**src/rtl/serial_add_pkg.sv**
```systemverilog
// rtl/serial_add_pkg.sv - shared constants and state encoding for the bit-serial adder
package serial_add_pkg;

  localparam int DEF_WIDTH = 32;

  localparam logic [1:0] ST_IDLE = 2'd0;
  localparam logic [1:0] ST_RUN  = 2'd1;
  localparam logic [1:0] ST_DONE = 2'd2;

  typedef enum logic [1:0] {
    IDLE = ST_IDLE,
    RUN  = ST_RUN,
    DONE = ST_DONE
  } state_e;

endpackage

```
**src/rtl/serial_fa_cell.sv**
```systemverilog
// rtl/serial_fa_cell.sv - combinational 1-bit full adder cell
module serial_fa_cell (
  output logic z,
  output logic cout,
  input  logic a,
  input  logic b,
  input  logic cin
);

  assign z    = a ^ b ^ cin;
  assign cout = (a & b) | (cin & (a ^ b));

endmodule

```
**src/rtl/serial_add_ctrl.sv**
```systemverilog
// rtl/serial_add_ctrl.sv - sequences one full-adder cell over WIDTH cycles, LSB first
module serial_add_ctrl
  import serial_add_pkg::*;
#(
  parameter int WIDTH = DEF_WIDTH,
  parameter int CNT_W = $clog2(WIDTH)
) (
  input  logic             clk,
  input  logic             rst_n,
  input  logic             start,
  input  logic             abort,
  input  logic             sub,
  input  logic [WIDTH-1:0] a,
  input  logic [WIDTH-1:0] b,
  input  logic             cin,
  output logic             busy,
  output logic             done,
  output logic [WIDTH-1:0] z,
  output logic             cout,
  output logic             ovf
);

  state_e             state_q, state_d;
  logic [WIDTH-1:0]   sa_q, sa_d;
  logic [WIDTH-1:0]   sb_q, sb_d;
  logic [WIDTH-1:0]   res_q, res_d;
  logic               carry_q, carry_d;
  logic               cmsb_q, cmsb_d;
  logic [CNT_W-1:0]   idx_q, idx_d;
  logic [WIDTH-1:0]   z_q, z_d;
  logic               cout_q, cout_d;
  logic               ovf_q, ovf_d;

  logic fa_s;
  logic fa_c;
  logic launch;

  serial_fa_cell u_fa (
    .z   (fa_s),
    .cout(fa_c),
    .a   (sa_q[0]),
    .b   (sb_q[0]),
    .cin (carry_q)
  );

  // abort only blocks a restart out of DONE; from IDLE a start always launches
  assign launch = start && ((state_q == IDLE) || (state_q == DONE && !abort));

  always_comb begin
    state_d = state_q;
    sa_d    = sa_q;
    sb_d    = sb_q;
    res_d   = res_q;
    carry_d = carry_q;
    cmsb_d  = cmsb_q;
    idx_d   = idx_q;
    z_d     = z_q;
    cout_d  = cout_q;
    ovf_d   = ovf_q;

    case (state_q)
      IDLE, DONE: begin
        if (launch) begin
          sa_d    = a;
          sb_d    = sub ? ~b : b;
          carry_d = sub ? 1'b1 : cin;
          cmsb_d  = 1'b0;
          idx_d   = '0;
          res_d   = '0;
          state_d = RUN;
        end else begin
          state_d = IDLE;
        end
      end
      RUN: begin
        if (abort) begin
          state_d = IDLE;
        end else begin
          sa_d    = sa_q >> 1;
          sb_d    = sb_q >> 1;
          res_d   = {fa_s, res_q[WIDTH-1:1]};
          carry_d = fa_c;
          if (idx_q == CNT_W'(WIDTH - 2)) begin
            cmsb_d = fa_c;
          end
          // the last bit commits straight from the cell, so the counter stops here
          if (idx_q == CNT_W'(WIDTH - 1)) begin
            z_d     = {fa_s, res_q[WIDTH-1:1]};
            cout_d  = fa_c;
            ovf_d   = cmsb_q ^ fa_c;
            state_d = DONE;
          end else begin
            idx_d = idx_q + CNT_W'(1);
          end
        end
      end
      default: state_d = IDLE;
    endcase
  end

  always_ff @(posedge clk or negedge rst_n) begin
    if (!rst_n) begin
      state_q <= IDLE;
      sa_q    <= '0;
      sb_q    <= '0;
      res_q   <= '0;
      carry_q <= 1'b0;
      cmsb_q  <= 1'b0;
      idx_q   <= '0;
      z_q     <= '0;
      cout_q  <= 1'b0;
      ovf_q   <= 1'b0;
    end else begin
      state_q <= state_d;
      sa_q    <= sa_d;
      sb_q    <= sb_d;
      res_q   <= res_d;
      carry_q <= carry_d;
      cmsb_q  <= cmsb_d;
      idx_q   <= idx_d;
      z_q     <= z_d;
      cout_q  <= cout_d;
      ovf_q   <= ovf_d;
    end
  end

  assign busy = (state_q == RUN);
  assign done = (state_q == DONE);
  assign z    = z_q;
  assign cout = cout_q;
  assign ovf  = ovf_q;

endmodule
```
**config.mk**
```make
export PLATFORM = sky130hd
export DESIGN_NAME = serial_add_ctrl
export DESIGN_NICKNAME = d
export VERILOG_FILES = /design/src/rtl/serial_add_pkg.sv /design/src/rtl/serial_fa_cell.sv /design/src/rtl/serial_add_ctrl.sv
export SDC_FILE = /design/constraint.sdc
export NUM_CORES = 1
export LEC_CHECK = 0
export ABC_CLOCK_PERIOD_IN_PS = 2290
export CAP_MARGIN = 15
export CORE_ASPECT_RATIO = 0.5
export CORE_UTILIZATION = 25
export DETAILED_ROUTE_END_ITERATION = 6
export DONT_BUFFER_PORTS = 1
export SLEW_MARGIN = 20
export SYNTH_ARGS = -nofsm -noshare
export SYNTH_HDL_FRONTEND = slang
export SYNTH_HIERARCHICAL = 1
export SYNTH_SLANG_ARGS = --single-unit
```
**constraint.sdc**
```tcl
create_clock -name clk -period 2.29 [get_ports clk]
set_input_delay 0.458 -clock clk [delete_from_list [all_inputs] [get_ports clk]]
set_output_delay 0.458 -clock clk [all_outputs]
set_load 0.02 [all_outputs]
```
==> summary.md <==
| Metric | Value |
|---|---|
| Pint | `slightly below 5 mW` |
| FF-to-FF Start | `idx_q[0]` |
| Clk_skew | `a little over 0.009 ns` |
| Slew headroom | `0.617` |
| Cts bufs inserted | `17` |
| Clk pwr share | `0.421` |
| Layout Nets | `about 660` |
| Net Sw Frac | `0.282` |
| Logic pwr share | `0.137` |
| Max clock buf depth | `2` |
| Slew @ Worst Pin | `0.562 ns` |
| GP Congestion | `0.744` |
| Pre-Repair DR Iteration Count | `4` |
| Worst Path Arrival | `2.47 ns` |
| Most frequent cells in the layout | `138 x dfrtp_1, 127 x nand2_1, 73 x o21ai_0` |
| Register area share after synthesis | `0.544` |
| Post-synth ARST share | `1.00` |
| Pwr/cell area | `940 nW/um2` |
| Maximum vdd drop | `between 0.0004 and 0.0005 V` |
| Cell variety after synth | `38` |
| Detailed Route Iter0 Violations | `209` |
| Maxcap violations | `0` |
| Diode count | `0` |
| Initial Util | `0.259` |
| Final setup vio count | `0` |
| Most common flop cell mapped by yosys | `dfrtp_1` |
| Final Max Tran Viols | `0` |
| Die Y-Extent | `between 100 and 150 um` |
| Die footprint | `~26000 um2` |
| First element of the critical path | `idx_q[0]` |
| Ys Warns | `6` |
| # DRC | `0` |
| #FFs+latches synth | `about 140` |
| CTS root buffer | `clkbuf_16` |
| Post-Syn Area | `6350 um2` |
| Critical path peak fanout | `5` |
| Largest net degree at the start of global routing | `roughly 140` |
| Commonest non-fill, non-tap cell in the layout | `dfrtp_1` |
| FP Rows | `40` |
| RSZ-0062 raised after global routing | `false` |
| Post-synthesis cell count | `604` |
| CTS resizes | `0` |
| Synth Area per Inst | `10.5 um2` |
| Failing checks | `negative hold slack` |
| Type of origin of the critical path | `flip-flop` |
| Crit path time final | `2.18 ns` |
| First-pass GRT wire length | `21200 um` |
| WL/cell | `13.5 um` |
| Total nets after synthesis | `a little under 700` |
| Fin crit share | `0.951` |
| GRT Overall Usage | `0.105` |
| HPWL after detailed placement | `around 8500 um` |
| Core area | `approximately 24000 um2` |
| Remaining Overflow, GRT | `0` |
| Worst EP required | `between 2 and 3 ns` |
| Die X | `227 um` |
| CTS tree | `built` |
| Leakage | `approximately 3.2 nW` |
| Share of cells above drive strength 1 | `0.141` |
| Vias in the first global route | `4000` |
| H-tree levels | `4` |
| Max Clk Rate | `459 MHz` |
| P_sw | `a little under 2 mW` |
| Antenna violations before repair | `0` |
| Worst hold path type | `input pin to async pin` |
| Detail Route Antenna Nets | `0` |
| Sequential power share | `0.442` |
| EDFF count, synth | `0` |
| Fin. Hold Viols | `around 140` |
| Total negative setup slack | `0 ns` |
| Hold Worst Slack | `-0.262 ns` |
| Area added between synthesis and finish | `14.5%` |
| CTS Sinks | `around 140` |
| Vias | `just under 4000` |
| Status | `finished, violations left` |
| Clk slew on worst S/H paths | `about 0.06 ns` |
| IO buf count | `0` |
| Crit end category | `flip-flop` |
| Ports | `~110` |
| Critical path class | `flip-flop to flip-flop` |
| Final wirelength | `between 10000 and 15000 um` |
| Vias per inst | `about 4.2` |
| Clock Latency Late Sink | `~0.42 ns` |
## power by group through the flow
stage / combinational (mW) / clock (mW) / sequential (mW)
after CTS: 0.955 / 2.97 / 3.02
after global placement: 0.921 / 0 / 3.05
after detailed placement: 0.953 / 0 / 3.07
final: 0.933 / 2.88 / 3.02
after floorplan: 0.812 / 0 / 3.00
after global routing: 1.08 / 3.09 / 3.07
## worst paths after layout
path	endpoint	slack, ns	cells after the start
min in group clk	sa_q[6]	0.23	2
max reg2reg	idx_q[1]	0.11	6
min reg2reg	sb_q[17]	0.48	2
min	sb_q[24]	-0.26	0
max in group asynchronous	res_q[2]	2.33	0
max	idx_q[1]	0.11	6
## synthesized netlist by cell type (5+ instances only)
master    count  share of area
nor2_1       35          0.021
o21ai_1      23          0.018
nand2_1     127          0.075
xnor2_1      33          0.046
mux2_4       18          0.043
o21ai_0      73          0.058
dfrtp_1     138           0.54
mux2i_1      34          0.054
a21oi_1      34          0.027
buf_4         5         0.0059
buf_2        10         0.0079
mux2_2       15          0.027
buf_6        13          0.023
clkbuf_1      9         0.0053
clkbuf_2      6         0.0047
## area by class of cell
type	instances	area (um2)
fillers	2474	17200
inverters	4	17.5
clock inverters	14	179
multi-input cells	418	2580
clock buffers	18	439
repair buffers	11	183
well taps	336	420
flip-flops and latches	138	3450
## worst max-delay path: stages (launching register included)
cell	delay (ns)
dfrtp_1	0.42
ha_1	0.25
and3_1	0.19
ha_1	0.18
or4b_4	0.57
o21ai_4	0.13
mux2_4	0.32
## repair_timing
| action | 4_1_cts | 5_1_grt |
|---|---|---|
| endpoints found under the hold margin | 138 | 138 |
| endpoints found under the setup margin | 0 | 1 |
| buffers inserted | 0 | 1 |
## registers in the layout (all words and copies together) (netlist names)
| register | flops |
|---|---|
| ovf | 1 |
| sa_q | 32 |
| cout | 1 |
| z | 32 |
| sb_q | 32 |
| state_q | 2 |
| cmsb_q | 1 |
| carry_q | 1 |
| idx_q | 5 |
| res_q | 31 |
## metal layers
metal / GRT usage / vias to the layer above / wire (um)
li1: - / 1995 / -
met1: 0.135 / 1929 / 5930
met2: 0.167 / 43 / 6140
met3: 0.0282 / 8 / 411
met4: 0.0407 / 0 / 169
met5: 0 / - / 0
## cell families after synthesis
group                    count (synthesis)  share of synthesized area
AND/OR/NAND/NOR                        174                      0.110
buffers and inverters                   48                     0.0516
XOR/XNOR                                33                     0.0455
multiplexers                            68                      0.125
AO/OA/AOI/OAI                          139                      0.115
adder cells (fa/ha/maj)                  4                    0.00907
flip-flops                             138                      0.544
## through the flow
| stage | utilization | power [mW] | worst slack [ns] | area (um2) | cells |
|---|---|---|---|---|---|
| floorplan | - | 3.81 | 0.202 | 6350 | 604 |
| global placement | 0.272 | 3.97 | 0.162 | 6650 | 906 |
| detailed placement | 0.272 | 4.02 | 0.106 | 6650 | 906 |
| CTS | 0.297 | 6.95 | 0.0893 | 7260 | 938 |
| global route | 0.297 | 7.24 | 0.00442 | 7270 | 939 |
| finish | 0.297 | 6.83 | 0.111 | 7270 | 939 |
Power figures use the tool's default switching activity.
